--- src/rtl/prog_loader_if.sv ---
// prog_loader_if: UART receive, program BRAM write and load-status signals of the boot loader.
// The loader uses the slave modport; the UART/BRAM/CPU side uses the master modport.
interface prog_loader_if #(
    parameter int ADDR_W = 10
);
    logic [7:0]        rx_data;
    logic              rx_data_wr;
    logic              wr_en;
    logic [ADDR_W-1:0] wr_addr;
    logic [15:0]       wr_data;
    logic              cpu_run;
    logic [ADDR_W:0]   word_count;
    logic [7:0]        ack_data;
    logic              ack_en;

    modport slave (
        input  rx_data, rx_data_wr,
        output wr_en, wr_addr, wr_data, cpu_run, word_count, ack_data, ack_en
    );

    modport master (
        output rx_data, rx_data_wr,
        input  wr_en, wr_addr, wr_data, cpu_run, word_count, ack_data, ack_en
    );
endinterface

--- src/rtl/prog_loader.sv ---
// prog_loader: pairs UART bytes into big-endian words and writes them to program BRAM.
// The load ends on a word-aligned FFFF marker, which releases the CPU and reports a result byte.
module prog_loader #(
    parameter int ADDR_W  = 10,
    parameter int TIMEOUT = 2700000
) (
    input  logic          sys_clk,
    input  logic          rst_n,
    prog_loader_if.slave  bus_if
);
    localparam int TW = $clog2(TIMEOUT + 1);

    typedef enum logic [1:0] {WAIT_HI, WAIT_LO, RUN} state_t;

    state_t            state_q, state_d;
    logic [7:0]        hi_q, hi_d;
    logic              ovf_q, ovf_d;
    logic [TW-1:0]     tmo_q, tmo_d;
    logic              wr_en_q, wr_en_d;
    logic [ADDR_W-1:0] wr_addr_q, wr_addr_d;
    logic [15:0]       wr_data_q, wr_data_d;
    logic              cpu_run_q, cpu_run_d;
    logic [ADDR_W:0]   wc_q, wc_d;
    logic [7:0]        ack_data_q, ack_data_d;
    logic              ack_en_q, ack_en_d;
    logic [15:0]       word;

    assign word = {hi_q, bus_if.rx_data};

    always_ff @(posedge sys_clk or negedge rst_n) begin
        if (!rst_n) begin
            state_q    <= WAIT_HI;
            hi_q       <= '0;
            ovf_q      <= 1'b0;
            tmo_q      <= '0;
            wr_en_q    <= 1'b0;
            wr_addr_q  <= '0;
            wr_data_q  <= '0;
            cpu_run_q  <= 1'b0;
            wc_q       <= '0;
            ack_data_q <= '0;
            ack_en_q   <= 1'b0;
        end else begin
            state_q    <= state_d;
            hi_q       <= hi_d;
            ovf_q      <= ovf_d;
            tmo_q      <= tmo_d;
            wr_en_q    <= wr_en_d;
            wr_addr_q  <= wr_addr_d;
            wr_data_q  <= wr_data_d;
            cpu_run_q  <= cpu_run_d;
            wc_q       <= wc_d;
            ack_data_q <= ack_data_d;
            ack_en_q   <= ack_en_d;
        end
    end

    always_comb begin
        state_d    = state_q;
        hi_d       = hi_q;
        ovf_d      = ovf_q;
        tmo_d      = tmo_q;
        wr_en_d    = 1'b0;
        wr_data_d  = wr_data_q;
        // the address advances the cycle after a write pulse, so the pulse sees the current slot
        wr_addr_d  = wr_en_q ? wr_addr_q + 1'b1 : wr_addr_q;
        cpu_run_d  = cpu_run_q;
        wc_d       = wc_q;
        ack_data_d = ack_data_q;
        ack_en_d   = 1'b0;
        case (state_q)
            WAIT_HI: begin
                if (bus_if.rx_data_wr) begin
                    hi_d    = bus_if.rx_data;
                    tmo_d   = '0;
                    state_d = WAIT_LO;
                end
            end
            WAIT_LO: begin
                if (bus_if.rx_data_wr) begin
                    state_d = WAIT_HI;
                    if (word == 16'hFFFF) begin
                        ack_en_d = 1'b1;
                        if (!ovf_q) begin
                            state_d    = RUN;
                            cpu_run_d  = 1'b1;
                            ack_data_d = 8'(wc_q);
                        end else begin
                            ack_data_d = 8'hEE;
                            ovf_d      = 1'b0;
                            wc_d       = '0;
                            wr_addr_d  = '0;
                        end
                    end else if (!wc_q[ADDR_W]) begin
                        wr_en_d   = 1'b1;
                        wr_data_d = word;
                        wc_d      = wc_q + 1'b1;
                    end else begin
                        ovf_d = 1'b1;
                    end
                end else if (tmo_q == TW'(TIMEOUT - 1)) begin
                    state_d = WAIT_HI;
                end else begin
                    tmo_d = tmo_q + 1'b1;
                end
            end
            RUN: begin
                if (bus_if.rx_data_wr) begin
                    cpu_run_d = 1'b0;
                    wr_addr_d = '0;
                    wc_d      = '0;
                    ovf_d     = 1'b0;
                    hi_d      = bus_if.rx_data;
                    tmo_d     = '0;
                    state_d   = WAIT_LO;
                end
            end
            default: state_d = WAIT_HI;
        endcase
    end

    assign bus_if.wr_en      = wr_en_q;
    assign bus_if.wr_addr    = wr_addr_q;
    assign bus_if.wr_data    = wr_data_q;
    assign bus_if.cpu_run    = cpu_run_q;
    assign bus_if.word_count = wc_q;
    assign bus_if.ack_data   = ack_data_q;
    assign bus_if.ack_en     = ack_en_q;
endmodule

--- src/flat_wrapper.sv ---
// flat-port wrapper written by rule: the top's interface ports become plain ports
module prog_loader_flat 
#(
    parameter int ADDR_W  = 10,
    parameter int TIMEOUT = 2700000
)
  (sys_clk, rst_n, bus_if_rx_data, bus_if_rx_data_wr, bus_if_wr_en, bus_if_wr_addr, bus_if_wr_data, bus_if_cpu_run, bus_if_word_count, bus_if_ack_data, bus_if_ack_en);
  prog_loader_if #(.ADDR_W(ADDR_W)) bus_if_i ();
  input  logic sys_clk;
  input  logic rst_n;
  input wire logic [$bits(bus_if_i.rx_data)-1:0] bus_if_rx_data;
  input wire logic [$bits(bus_if_i.rx_data_wr)-1:0] bus_if_rx_data_wr;
  output wire logic [$bits(bus_if_i.wr_en)-1:0] bus_if_wr_en;
  output wire logic [$bits(bus_if_i.wr_addr)-1:0] bus_if_wr_addr;
  output wire logic [$bits(bus_if_i.wr_data)-1:0] bus_if_wr_data;
  output wire logic [$bits(bus_if_i.cpu_run)-1:0] bus_if_cpu_run;
  output wire logic [$bits(bus_if_i.word_count)-1:0] bus_if_word_count;
  output wire logic [$bits(bus_if_i.ack_data)-1:0] bus_if_ack_data;
  output wire logic [$bits(bus_if_i.ack_en)-1:0] bus_if_ack_en;
  assign bus_if_i.rx_data = bus_if_rx_data;
  assign bus_if_i.rx_data_wr = bus_if_rx_data_wr;
  assign bus_if_wr_en = bus_if_i.wr_en;
  assign bus_if_wr_addr = bus_if_i.wr_addr;
  assign bus_if_wr_data = bus_if_i.wr_data;
  assign bus_if_cpu_run = bus_if_i.cpu_run;
  assign bus_if_word_count = bus_if_i.word_count;
  assign bus_if_ack_data = bus_if_i.ack_data;
  assign bus_if_ack_en = bus_if_i.ack_en;
  prog_loader #(.ADDR_W(ADDR_W), .TIMEOUT(TIMEOUT)) u_core (.sys_clk(sys_clk), .rst_n(rst_n), .bus_if(bus_if_i));
endmodule
--- config.mk ---
export PLATFORM = sky130hd
export DESIGN_NAME = prog_loader_flat
export DESIGN_NICKNAME = d
export VERILOG_FILES = /design/src/rtl/prog_loader_if.sv /design/src/rtl/prog_loader.sv /design/src/flat_wrapper.sv
export SDC_FILE = /design/constraint.sdc
export NUM_CORES = 1
export LEC_CHECK = 0
export CAP_MARGIN = 20
export CORE_ASPECT_RATIO = 2
export CORE_MARGIN = 10
export CORE_UTILIZATION = 30
export DETAILED_ROUTE_END_ITERATION = 10
export PLACE_DENSITY = 0.57
export REMOVE_ABC_BUFFERS = 1
export SYNTH_ARGS = -nofsm -noshare
export SYNTH_HDL_FRONTEND = slang
export SYNTH_SLANG_ARGS = --single-unit
--- constraint.sdc ---
create_clock -name sys_clk -period 2.6 [get_ports sys_clk]
set_input_delay 0.52 -clock sys_clk [delete_from_list [all_inputs] [get_ports sys_clk]]
set_output_delay 0.52 -clock sys_clk [all_outputs]
set_load 0.01 [all_outputs]
Yosys cells after proc, flatten, opt, wreduce, memory -nomap -nowiden
Cells that the tools add are included.

Register bits after elaboration: 81. Input bits: 11. Output and inout bits: 48. Logic and storage cells: 84.

Add/sub/neg operators: 3. Eq/ne operators: 15. Multiplexer cells: 39. Bitwise gates (word level): 2. Reductions and logical operators: 13.

Operator list (number): 2-to-1 mux 22 bit (3); 2-to-1 mux 11 bit (5); 2-to-1 mux 10 bit (5); case mux 22 bit (2 select lines) (1); adder 22 x 1 -> 22 bit, second input constant (1); equality test 22 bit, second input constant (1); case mux 11 bit (2 select lines) (1); case mux 10 bit (2 select lines) (1); equality test 16 bit, second input constant (1); AND reduction 4 bit (4); 2-to-1 mux 1 bit (14); adder 11 x 1 -> 11 bit, second input constant (1); adder 10 x 1 -> 10 bit, second input constant (1); 2-to-1 mux 2 bit (5); != test 2 bit, second input constant (5); AND reduction 5 bit (2); 2-to-1 mux 8 bit (1); != test 3 x 2 -> 1 bit, second input constant (2); != test 2 x 1 -> 1 bit, second input constant (2); case mux 1 bit (2 select lines) (2); case mux 2 bit (2 select lines) (1); AND reduction 2 bit (2); nonzero test 2 bit (2); != test 3 x 1 -> 1 bit, second input constant (1); 7 further kinds (8).

Logic depth before layout (Yosys ltp)
Word-level depth: 6. Mapped depth: 8. Depth with buffers taken out: 7.

Least setup slack after synthesis
OpenSTA, ideal clock, no wires.

Path kind: register -> register. From: register u_core.state_q[0]. To: register u_core.wc_q[9] (netlist: u_core.bus_if.word_count[9]). Library setup time: 88 ps. Arrival time: 2139 ps. Data required time: 2512 ps. Setup slack: 373 ps. Stages on the path, launching flop included: 9. Buffers on the path: 1. Period minus slack after synthesis: 2227 ps. Cells stage by stage: dfrtp_1 > inv_1 > ha_1 > nor2_1 > o21ai_2 > or4_1 > buf_2 > or4_1 > o211ai_1.

Cells in the longest elaborated chain, start to end: 3. Elaborated cells on any way between the ends: 9. Those cells by class: eq/ne: 6; mux: 1; reduce/logical: 2.

RTL lines: start, declared (line prog_loader.sv:15) `state_t state_q, state_d;`; start signal, assigned (line prog_loader.sv:44) `state_q <= state_d;`; equality test 2 x 1 -> 1 bit / equality test 2 bit (equally long branches) (line prog_loader.sv:71) `case (state_q)`; != test 3 x 2 -> 1 bit (no line), or another cell as far along; AND reduction 5 bit (no line); end signal, assigned (line prog_loader.sv:52) `wc_q <= wc_d;`; end, declared (line prog_loader.sv:23) `logic [ADDR_W:0] wc_q, wc_d;`.

Parallel ways exist; a longest one is shown, timed or not. A chain may end at the register's enable or synchronous reset.

Worst setup path in the final report
From: register u_core.state_q[0]. To: register u_core.wc_q[3] (netlist: u_core.bus_if.word_count[3]).

Same word-level chain as after synthesis.

==> impl_metrics.toml <==
[timing]
grt_setup_unrepaired = "no"
worst_slew_pin_slew_ps = 740
final-setup-viol-count = 0
relSlewSlack_pct = 50.2
skew_ps = 5.39
fin_tns_setup_ps = 0
finalHoldViolations = 0
fmax_mhz = 433
fin_crit_ps = 2310
fin_crit_sh_pct = 88.9
fin_hold_ws_ps = 170
drv_slew = 0

[critical_path]
cp_cell_sequence = "inv_1 -> ha_1 -> nor2_1 -> o21ai_2 -> or4_1 -> buf_4 -> or3_1 -> o211ai_1"
path_delay_family = "simple AND/OR/NAND/NOR gates"
rrSetupSlack_ps = 290
path_max_fanout = 9
start_kind = "flip-flop"
timing.rr.start = "u_core.state_q[0]"
arrival_ps = 2560
worst-path-buf-inv = 2
r2r_end = "u_core.bus_if.word_count[3]"
crit_slowest_cell = "or4_1"
worstSetupPathType = "flip-flop to flip-flop"
required_ps = 2850
r2r_cells = 8
critPathMaxStageDelay_ps = 520
crit_path_end_kind = "flip-flop"

[pwr]
power_density_nw_per_um2 = 895
vdd_drop_max_mv = 0.551
leakage_nw = 2.17
finalPower_mw = 4.62

[cts]
clockRootBuffer = "clkbuf_16"
clock_latency_ps = 340
hold_buffers = 0
clockBufferDepth = 2
ctsHtreeMaxLevel = 3
clock_sinks = 81
cts_tree = "built"
cts_resized = 0
numCtsBuffers = 9
cts_setup_buffers = 0
path_clk_slew_ps = 60

[cells_and_area]
layout.cells.non_filler = 606
nNetsFinal = 467
diodes = 0
drive_gt1_share_pct = 14.5
area_delta_synth_final_pct = 29.5

[yosys]
synth_edf_count = 0
synth_top_area_cell = "dfrtp_1"
yosys.area.top_type_share_pct = 50.8
synth_cell_types = 55
synth_cells = 377
seq_area_frac_synth_pct = 50.8
synth_flop_cell = "dfrtp_1"
synth_seq_cells = 81
ys_warn_count = 0
synthArstFlopShare_pct = 100
avgSynthCellArea_um2 = 10.6
ys_top_cells_by_area = "dfrtp_1 51%, mux2_4 3.4%, nor2_1 3.1%, mux2_2 2.8%, nand3_1 2.6%"
yosysMostFrequentCell = "dfrtp_1"
ys_top_cells_by_count = "81 x dfrtp_1, 33 x nor2_1, 21 x nand3_1, 17 x nand2_1, 16 x a21oi_1"
syn_area_um2 = 3990

[place]
dp_hpwl_um = 7500
dp.cells = 590
port_buffers = 58
place.gp.congestion = 0.791

[global_routing]
grt_pass1_wl_um = 17000
gr-total-overflow = 0
antenna_found_initial = 0
grt_pass1_vias = 3419
grt_max_degree = 45
grtUsageTotal_pct = 11.3

[detailed_routing]
wl_per_cell_um = 16.3
drtPass1Iterations = 4
via_per_inst = 5.27
drtIter0Drc = 147
routed_wl_um = 9910
detail-route-antenna-nets = 0
num_vias = 3194
drc_errors = 0

[floorplanning]
fp.dieW_um = 102
die_h_um = 183
top_level_ports = 59
initial_core_util_pct = 30.7
core_area_um2 = 13000
fp-row-count = 59
die_area_um2 = 18600

[run_status]
status = "finished, final reports clean"

[run]
cap_violations = 0

[worst_hold_path]
hold_path.class = "primary input to asynchronous set/reset pin"
## worst reg2reg max path: stages, from the launching register on
cell and delay, ps:
dfrtp_1 440, inv_1 140, ha_1 280, nor2_1 140, o21ai_2 70, or4_1 520
buf_4 200, or3_1 340, o211ai_1 100
## kinds of logic (layout without fill, tap and decap cells)
| family | after synthesis | in the layout | synth area share, % |
|---|---|---|---|
| compound gates | 86 | 86 | 14.1 |
| buf+inv | 33 | 110 | 3.80 |
| mux | 29 | 29 | 8.94 |
| xor+xnor | 9 | 9 | 1.98 |
| flops | 81 | 81 | 50.8 |
| simple gates | 132 | 132 | 18.1 |
| fa+ha+maj | 7 | 7 | 2.20 |
## metal layers
| metal | up-vias | GRT usage (%) | share of wire [%] | wire, µm |
|---|---|---|---|---|
| met3 | 19 | 2.30 | 4.0 | 398 |
| met2 | 56 | 20.9 | 57 | 5650 |
| met1 | 1593 | 11.4 | 36 | 3600 |
| met5 | - | 0 | 0 | 0 |
| met4 | 0 | 5.27 | 2.7 | 265 |
| li1 | 1526 | - | - | - |
## placed cells by master, fill, tap and decap left out, types with 4 or more instances in the layout
| cell | netlist | final |
|---|---|---|
| xor2_1 | 6 | 6 |
| dfrtp_1 | 81 | 81 |
| o211ai_1 | 9 | 9 |
| buf_4 | 2 | 17 |
| o31ai_1 | 13 | 13 |
| a21oi_1 | 16 | 16 |
| mux2_2 | 10 | 10 |
| or3_1 | 10 | 10 |
| nor2_1 | 33 | 33 |
| nand3b_1 | 6 | 6 |
| and3_1 | 4 | 4 |
| clkdlybuf4s50_1 | 0 | 57 |
| and2_1 | 4 | 4 |
| ha_1 | 7 | 7 |
| a31oi_1 | 7 | 7 |
| nand3_1 | 21 | 21 |
| clkbuf_16 | 0 | 9 |
| nand2_1 | 17 | 17 |
| o21ai_1 | 12 | 12 |
| mux2_4 | 9 | 9 |
| nand4_1 | 13 | 13 |
| inv_1 | 14 | 14 |
| o21ai_0 | 15 | 15 |
| mux2_1 | 7 | 7 |
## flip-flops by register name, indices dropped and copies added, names as in the netlist
name / cells
u_core.hi_q: 8
u_core.ovf_q: 1
u_core.tmo_q: 22
u_core.bus_if.wr_en: 1
u_core.state_q: 2
u_core.bus_if.ack_data: 8
u_core.bus_if.ack_en: 1
u_core.bus_if.wr_addr: 10
u_core.bus_if.cpu_run: 1
u_core.bus_if.word_count: 11
u_core.bus_if.wr_data: 16
## final cells by class
class                      count  area, µm²
fill                        1257       7830
sequential                    81       2030
multi-input combinational    263       1810
timing repair buffer          77        758
clock buffer                  12        267
tap                          152        190
inverter                      17       63.8
clock inverter                 4       50.0
## report_power, final
part	switching (mW)	leakage, nW	internal [mW]
clock network	0.499	0.151	0.820
logic	0.688	0.987	0.819
registers	0.253	1.03	1.54
total	1.44	2.17	3.18
## worst max-delay path by stage
stage	from	slack (ps)	to	cells past startpoint
floorplan	u_core.state_q[1]	120	u_core.tmo_q[5]	6
global placement	bus_if_rx_data[2]	40	u_core.bus_if.word_count[4]	7
detailed placement	bus_if_rx_data[2]	-10	u_core.bus_if.word_count[4]	7
CTS	u_core.state_q[0]	260	u_core.bus_if.word_count[3]	8
global route	u_core.state_q[0]	60	u_core.bus_if.word_count[7]	8
finish	u_core.state_q[0]	290	u_core.bus_if.word_count[3]	8
## stage by stage
stage / cell area [µm²] / utilization (%) / worst slack, ps
after global routing: 5160 / 39.8 / 59.6
after CTS: 5160 / 39.8 / 260
after detailed placement: 4850 / 37.3 / -14.8
final: 5160 / 39.8 / 288
after global placement: 4850 / 37.3 / 38.7
after floorplan: 3900 / - / 115
No activity file was read; power rests on OpenSTA's default activity.
